### config.mk
export PLATFORM = sky130hd
export DESIGN_NAME = fp_stream_accumulator
export DESIGN_NICKNAME = d
export VERILOG_FILES = /design/src/rtl/fp_stream_accumulator.sv
export SDC_FILE = /design/constraint.sdc
export NUM_CORES = 1
export LEC_CHECK = 0
export CAP_MARGIN = 20
export CORE_MARGIN = 2
export CORE_UTILIZATION = 47
export DETAILED_ROUTE_END_ITERATION = 10
export PLACE_DENSITY_LB_ADDON = 0.15
export SETUP_SLACK_MARGIN = 0.02
export SYNTH_ARGS = -nofsm -noshare
export SYNTH_HDL_FRONTEND = slang
export SYNTH_SLANG_ARGS = --single-unit
export TNS_END_PERCENT = 5
### constraint.sdc
create_clock -name clk -period 2.3 [get_ports clk]
set_input_delay 0.69 -clock clk [delete_from_list [all_inputs] [get_ports clk]]
set_output_delay 0.69 -clock clk [all_outputs]
set_load 0.01 [all_outputs]
### src/rtl/fp_stream_accumulator.sv
// Stream sequencer around an external combinational single-precision add/sub unit.
// Operands arrive over valid/ready; the running sum is presented with its element count.
module fp_stream_accumulator #(
    parameter int unsigned ADD_LAT = 1,
    parameter int unsigned CNT_W   = 16
) (
    input  logic             clk,
    input  logic             rst_n,
    input  logic             start,
    input  logic             in_valid,
    output logic             in_ready,
    input  logic [31:0]      in_data,
    input  logic             in_sub,
    input  logic             in_last,
    output logic [31:0]      add_a,
    output logic [31:0]      add_b,
    output logic             add_s,
    input  logic [31:0]      add_o,
    output logic             out_valid,
    input  logic             out_ready,
    output logic [31:0]      out_data,
    output logic [CNT_W-1:0] out_count,
    output logic             busy
);

    localparam int unsigned WAIT_W = (ADD_LAT > 1) ? $clog2(ADD_LAT) : 1;

    typedef enum logic [1:0] {
        IDLE   = 2'd0,
        ACCEPT = 2'd1,
        ADD    = 2'd2,
        DONE   = 2'd3
    } state_t;

    state_t             state_r;
    logic [31:0]        acc_r;
    logic               acc_zero_r;
    logic [CNT_W-1:0]   count_r;
    logic [31:0]        op_r;
    logic               sub_r;
    logic               last_r;
    logic [WAIT_W-1:0]  wait_r;
    logic               in_ready_r;
    logic               out_valid_r;
    logic [31:0]        out_data_r;
    logic [CNT_W-1:0]   out_count_r;
    logic               busy_r;

    logic [31:0]        acc_next_s;
    logic               acc_zero_next_s;
    logic               add_final_s;

    assign add_final_s = (wait_r == WAIT_W'(ADD_LAT - 1));

    // Accumulator update rule: skip denormal/zero operands, bypass the adder on an empty sum,
    // and flush adder results that land in the denormal range to +0.
    always_comb begin
        acc_next_s      = acc_r;
        acc_zero_next_s = acc_zero_r;
        if (op_r[30:23] == 8'd0) begin
            acc_next_s      = acc_r;
            acc_zero_next_s = acc_zero_r;
        end else if (acc_zero_r) begin
            acc_next_s      = {op_r[31] ^ sub_r, op_r[30:0]};
            acc_zero_next_s = 1'b0;
        end else if (add_o[30:23] == 8'd0) begin
            acc_next_s      = 32'h0000_0000;
            acc_zero_next_s = 1'b1;
        end else begin
            acc_next_s      = add_o;
            acc_zero_next_s = 1'b0;
        end
    end

    // Sequencer FSM with all handshake/status outputs registered alongside the state.
    always_ff @(posedge clk or negedge rst_n) begin
        if (!rst_n) begin
            state_r     <= IDLE;
            acc_r       <= 32'h0000_0000;
            acc_zero_r  <= 1'b1;
            count_r     <= '0;
            op_r        <= 32'h0000_0000;
            sub_r       <= 1'b0;
            last_r      <= 1'b0;
            wait_r      <= '0;
            in_ready_r  <= 1'b0;
            out_valid_r <= 1'b0;
            out_data_r  <= 32'h0000_0000;
            out_count_r <= '0;
            busy_r      <= 1'b0;
        end else begin
            case (state_r)
                IDLE: begin
                    if (start) begin
                        acc_r      <= 32'h0000_0000;
                        acc_zero_r <= 1'b1;
                        count_r    <= '0;
                        in_ready_r <= 1'b1;
                        busy_r     <= 1'b1;
                        state_r    <= ACCEPT;
                    end else begin
                        state_r <= IDLE;
                    end
                end
                ACCEPT: begin
                    if (in_valid) begin
                        op_r       <= in_data;
                        sub_r      <= in_sub;
                        last_r     <= in_last;
                        if (count_r != {CNT_W{1'b1}}) begin
                            count_r <= count_r + CNT_W'(1);
                        end else begin
                            count_r <= count_r;
                        end
                        wait_r     <= '0;
                        in_ready_r <= 1'b0;
                        state_r    <= ADD;
                    end else begin
                        state_r <= ACCEPT;
                    end
                end
                ADD: begin
                    if (add_final_s) begin
                        acc_r      <= acc_next_s;
                        acc_zero_r <= acc_zero_next_s;
                        if (last_r) begin
                            out_valid_r <= 1'b1;
                            out_data_r  <= acc_next_s;
                            out_count_r <= count_r;
                            state_r     <= DONE;
                        end else begin
                            in_ready_r <= 1'b1;
                            state_r    <= ACCEPT;
                        end
                    end else begin
                        wait_r <= wait_r + WAIT_W'(1);
                    end
                end
                DONE: begin
                    if (out_ready) begin
                        out_valid_r <= 1'b0;
                        busy_r      <= 1'b0;
                        state_r     <= IDLE;
                    end else begin
                        state_r <= DONE;
                    end
                end
                default: begin
                    state_r     <= IDLE;
                    in_ready_r  <= 1'b0;
                    out_valid_r <= 1'b0;
                    busy_r      <= 1'b0;
                end
            endcase
        end
    end

    assign in_ready  = in_ready_r;
    assign out_valid = out_valid_r;
    assign out_data  = out_data_r;
    assign out_count = out_count_r;
    assign busy      = busy_r;
    assign add_a     = acc_r;
    assign add_b     = op_r;
    assign add_s     = sub_r;

endmodule
# == Word-level counts from Yosys, hierarchy flattened ==
# Cells that the tools add are included.
# totals
ff_bits,137
output_inout_bits,116
word_cells,80
# classes
add_sub_neg,2
eq_ne,12
mux,33
n_bitwise,2
n_reduce_logical,18
# op_table
op,count
32-bit 2-to-1 mux,5
32-bit one-hot mux with 2 select lines,1
16-bit 2-to-1 mux,3
16-bit one-hot mux with 2 select lines,1
"16-bit by 1-bit adder with 16-bit output, second input constant",1
8-bit logical NOT,2
"16-bit != test, second input constant",1
"2-bit != test, second input constant",8
1-bit 2-to-1 mux,13
4-bit AND reduction,3
2-bit nonzero test,5
3-bit AND reduction,3
2-bit 2-to-1 mux,4
1-bit one-hot mux with 2 select lines,4
2-bit one-hot mux with 4 select lines,1
5-bit AND reduction,1
"2-bit equality test, second input constant",2
2-bit AND reduction,2
1-bit one-hot mux with 3 select lines,1
3-bit nonzero test,1
"2-bit by 1-bit equality test with 1-bit output, second input constant",1
2-bit logical NOT,1
"1-bit adder, second input constant",1
1-bit inverter,1
1-bit bitwise XOR,1

# == Depth between registers and ports, before layout ==
# depth
ltp_word,6
ltp_mapped,7
depth_no_buf,5

# == Worst setup path before layout ==
# No wires, ideal clock.
# synth_path
path_type,in2reg
from,input add_o[27]
to,register acc_zero_r
setup_time_ns,0.062
arrival_time_ns,1.735
t_required_ns,2.238
slack_ns,0.503
path_stages,6
n_path_buf,2
path_cell_list,nor4_1 -> nand3b_1 -> clkbuf_1 -> nand2_1 -> buf_2 -> o31a_1
# synth_via
elab_chain_len,6
# synth_rtl
item,line_no,rtl
"start, declared",18,"input logic [31:0] add_o,"
8-bit logical NOT,66,end else if (add_o[30:23] == 8'd0) begin
1-bit 2-to-1 mux,66,
1-bit 2-to-1 mux,63,end else if (acc_zero_r) begin
1-bit 2-to-1 mux,60,if (op_r[30:23] == 8'd0) begin
1-bit 2-to-1 mux,123,if (add_final_s) begin
1-bit one-hot mux with 2 select lines,92,case (state_r)
"end signal, assigned",125,acc_zero_r <= acc_zero_next_s;
"end, declared",37,logic acc_zero_r;
# No other way between the ends. The select of a mux whose other input is x is not followed.
# A chain may end at the register's enable or synchronous reset.

# == Final worst setup path ==
# layout_path
from,input add_o[23]
to,"register out_data_r[31], in the netlist out_data[31]"
# layout_via
elab_chain_len,4
# layout_rtl
item,line_no,rtl
8-bit logical NOT,66,
32-bit 2-to-1 mux,66,
32-bit 2-to-1 mux,63,
32-bit 2-to-1 mux,60,
"end signal, assigned",128,out_data_r <= acc_next_s;
"end, declared",45,logic [31:0] out_data_r;
# No other way between the ends.

==> reports/metrics.cfg <==
[run_status]
outcome = completed

[job]
max_cap_viol_count = 0

[global_route]
number_of_antenna_violations_at_the_first_check_in_global_routing = 0
globalRoute.totalOverflow = 0
first_global_vias = 5395
grt_start_max_net_pins = 42
grt_first_pass_wirelength_um = 28480
grt_use_total_pct = 25.80

[clock_tree]
cts_root_buf = clkbuf_16
cts_sinks = 136
clkTransAtPathRegs_ns = 0.05
cts_post_setup_buffers_inserted = 0
cts-htree-levels = 4
cts-resized-gates = 0
insertion_delay_ns = 0.41
tritoncts = yes
clockBufferDepth = 2
cts_hold_buffers = 0
numCtsBuffers = 17

[route]
drtIter0Drc = 346
top_layer_used = met4
detailroute.wirelength.met3_um = 1445
iteration_count_of_the_initial_detailed_routing_pass = 5
wl_um = 17740
drcViolationCount = 0
final_antenna_net_count = 0
post_drt_via_cell_ratio = 5.666
routedWlPerCell_um = 18.79
wirelength_met1_um = 7059
routed-via-count = 5349
wl_met2_um = 8696

[setup_path]
cp.arrival_ns = 2.47
cp_data_required_time_ns = 2.57
timing.critical_path.from_type = input pin
rr_startpoint = state_r[0]
timing.critical_path.to_type = register
ff2ff_setup_slack_ns = 0.34
rr_worst_depth = 5
worstSetupStartpoint = add_o[23]
worstSetupPathType = input pin to register
cp_cell_sequence = clkdlybuf4s50_1 > nor4_1 > buf_4 > a21oi_1 > a221oi_1 > o31ai_1
worst-path-buf-inv = 2
path_delay_family = compound AO/OA/AOI/OAI gates
critical_path.slowest_cell = a221oi_1
worst_path_largest_cell_delay_ns = 0.43
worstReg2RegEnd = count_r[4]
critical_path_peak_fanout = 5

[yosys]
syn_inst = 556
post-synth-top-area-fraction_pct = 54.06
synth.yosys.seq_area_share_pct = 54.49
synth-compound-area-share_pct = 18.14
ys_ff_latch = 136
share_of_synthesized_cell_area_in_full_adder_half_adder_and_majority_cells_pct = 0.2002
post-synth-top-area-cell = dfrtp_1
synth_area_leaders = dfrtp_1, mux2_2, mux2i_1
synth.yosys.warnings = 0
main_combinational_cell_family_by_area_after_synthesis = compound AO/OA/AOI/OAI gates
syn-cell-area_sq_um = 6248
yosys-mux-area-fraction_pct = 13.72
synth_cell_type_count = 50
edff_count_synth = 0
post_synth.cell_area_avg_sq_um = 11.24
async_flop_share_pct = 100.0
yosys.area_share.xor_xnor_pct = 0.1402
syn-num-nets = 628
synth_simple_gate_area_share_pct = 9.692
yosys_most_used_dff = dfrtp_1

[placed_design]
dp_cells = 916
dp_hpwl_um = 12800
place_congestion = 0.8768
count_of_input_and_output_buffers = 186
detailed_place.area_sq_um = 8522
pre_cts_slack_ns = -0.2817

[sta]
fin_ws_ns = 0.1039
report.final.setup_viol = 0
grt_setup_unrepaired = no
min_period_over_period_pct = 95.48
final_max_slew_viol_count = 0
fmaxAchievable_ghz = 0.4554
worst_slew_margin_rel_pct = 60.30
worstMarginPinSlew_ns = 0.5955
period_minus_slack_ns = 2.196
fin_worst_skew_ns = 0.005172
report.final.hold_viol_count = 0

[finish]
sequential_cell_area_sq_um = 3405
fin_util_pct = 68.68
postLayoutCellArea_sq_um = 9022
insertedDiodeCount = 0
final_nets = 831
layout-area-overhead-vs-synth_pct = 44.39
layout-drive-gt1-share_pct = 16.54
layout.cells.non_filler = 944
final_cell_mix = clkdlybuf4s50_1, dfrtp_1, nand2_1, mux2_2, a21oi_1
mostFrequentLayoutCell = clkdlybuf4s50_1
filler_cells_inserted = 1028
multi_input_comb_area_sq_um = 2650

[pwr]
irDropWorstVdd_mv = 0.8558
pwr_density_cell_nw_per_um2 = 1318
p_leak_uw = 0.003962
total_power_uw = 11890

[floorplanning]
row_count = 42
core_area_sq_um = 13140
die_height_um = 119.3
dieArea_sq_um = 14230
top_level_ports = 187
die_x_um = 119.3
starting_utilization_of_the_core_area_pct = 47.56

[min_path]
worstHoldPathType = input pin to asynchronous set/reset pin

==> how the worst max path moves through the flow <==
stage	slack (ns)	end	cells past startpoint
floorplan	0.50	acc_zero_r	6
global placement	-0.23	out_data[31]	6
detailed placement	-0.28	out_data[31]	6
CTS	0.13	out_data[31]	6
global route	0.02	out_data[31]	6
finish	0.10	out_data[31]	6
==> cells by family after synthesis <==
logic type,after synthesis
adders and majority gates,1
and+or+nand+nor,124
muxes,80
xor gates and xnor gates,1
AOI/OAI and AO/OA,167
buffers and inverters,47
DFF,136
==> Yosys cell counts, drive strengths merged (2+ instances only) <==
cell / number
a211oi: 3
o31ai: 10
buf: 27
nand3: 9
o2bb2ai: 31
clkbuf: 13
a22oi: 19
o21ai: 40
a221oi: 8
a2bb2oi: 2
nor3: 3
a21oi: 42
o211ai: 2
nand2: 67
mux2: 45
inv: 7
mux2i: 35
dfrtp: 135
nor2b: 2
nand2b: 3
nand4: 4
a2111oi: 3
nand3b: 3
nor2: 10
or2: 7
and3: 6
nor4: 6
==> sequential cells by signal, indices dropped and copies added, names as in the netlist <==
name	cells
acc_zero_r	1
add_a	32
add_b	32
add_s	1
busy	1
count_r	16
in_ready	1
last_r	1
out_count	16
out_data	32
out_valid	1
state_r	2
==> where the power goes <==
part	switching [uW]	total (uW)	internal, uW
Combinational	2550	5490	2940
Clock	935	2300	1370
Sequential	773	4100	3320
==> through the flow <==
| step | setup TNS [ns] | hold WS, ns |
|---|---|---|
| 2_1_floorplan | 0 | 0.3944 |
| 3_3_place_gp | -7.010 | 0.4611 |
| 3_5_place_dp | -6.798 | 0.4695 |
| 4_1_cts | 0 | 0.1943 |
| 5_1_grt | 0 | 0.1994 |
| 6_report | 0 | 0.1841 |
==> layer usage <==
metal	vias up	GRT usage, %
met5	-	0
met4	0	11.03
met3	47	8.573
met2	246	42.28
met1	2598	31.23
li1	2458	-
==> area by class of cell <==
cell class / count / area share, %
Inverter: 7 / 0.2912
Timing Repair Buffer: 224 / 24.78
Clock inverter: 5 / 0.3051
Multi-Input combinational cell: 373 / 29.37
Sequential cell: 136 / 37.73
Tap cell: 176 / 2.441
Clock buffer: 23 / 5.076
Note: power is estimated with default switching activity, not from simulation.
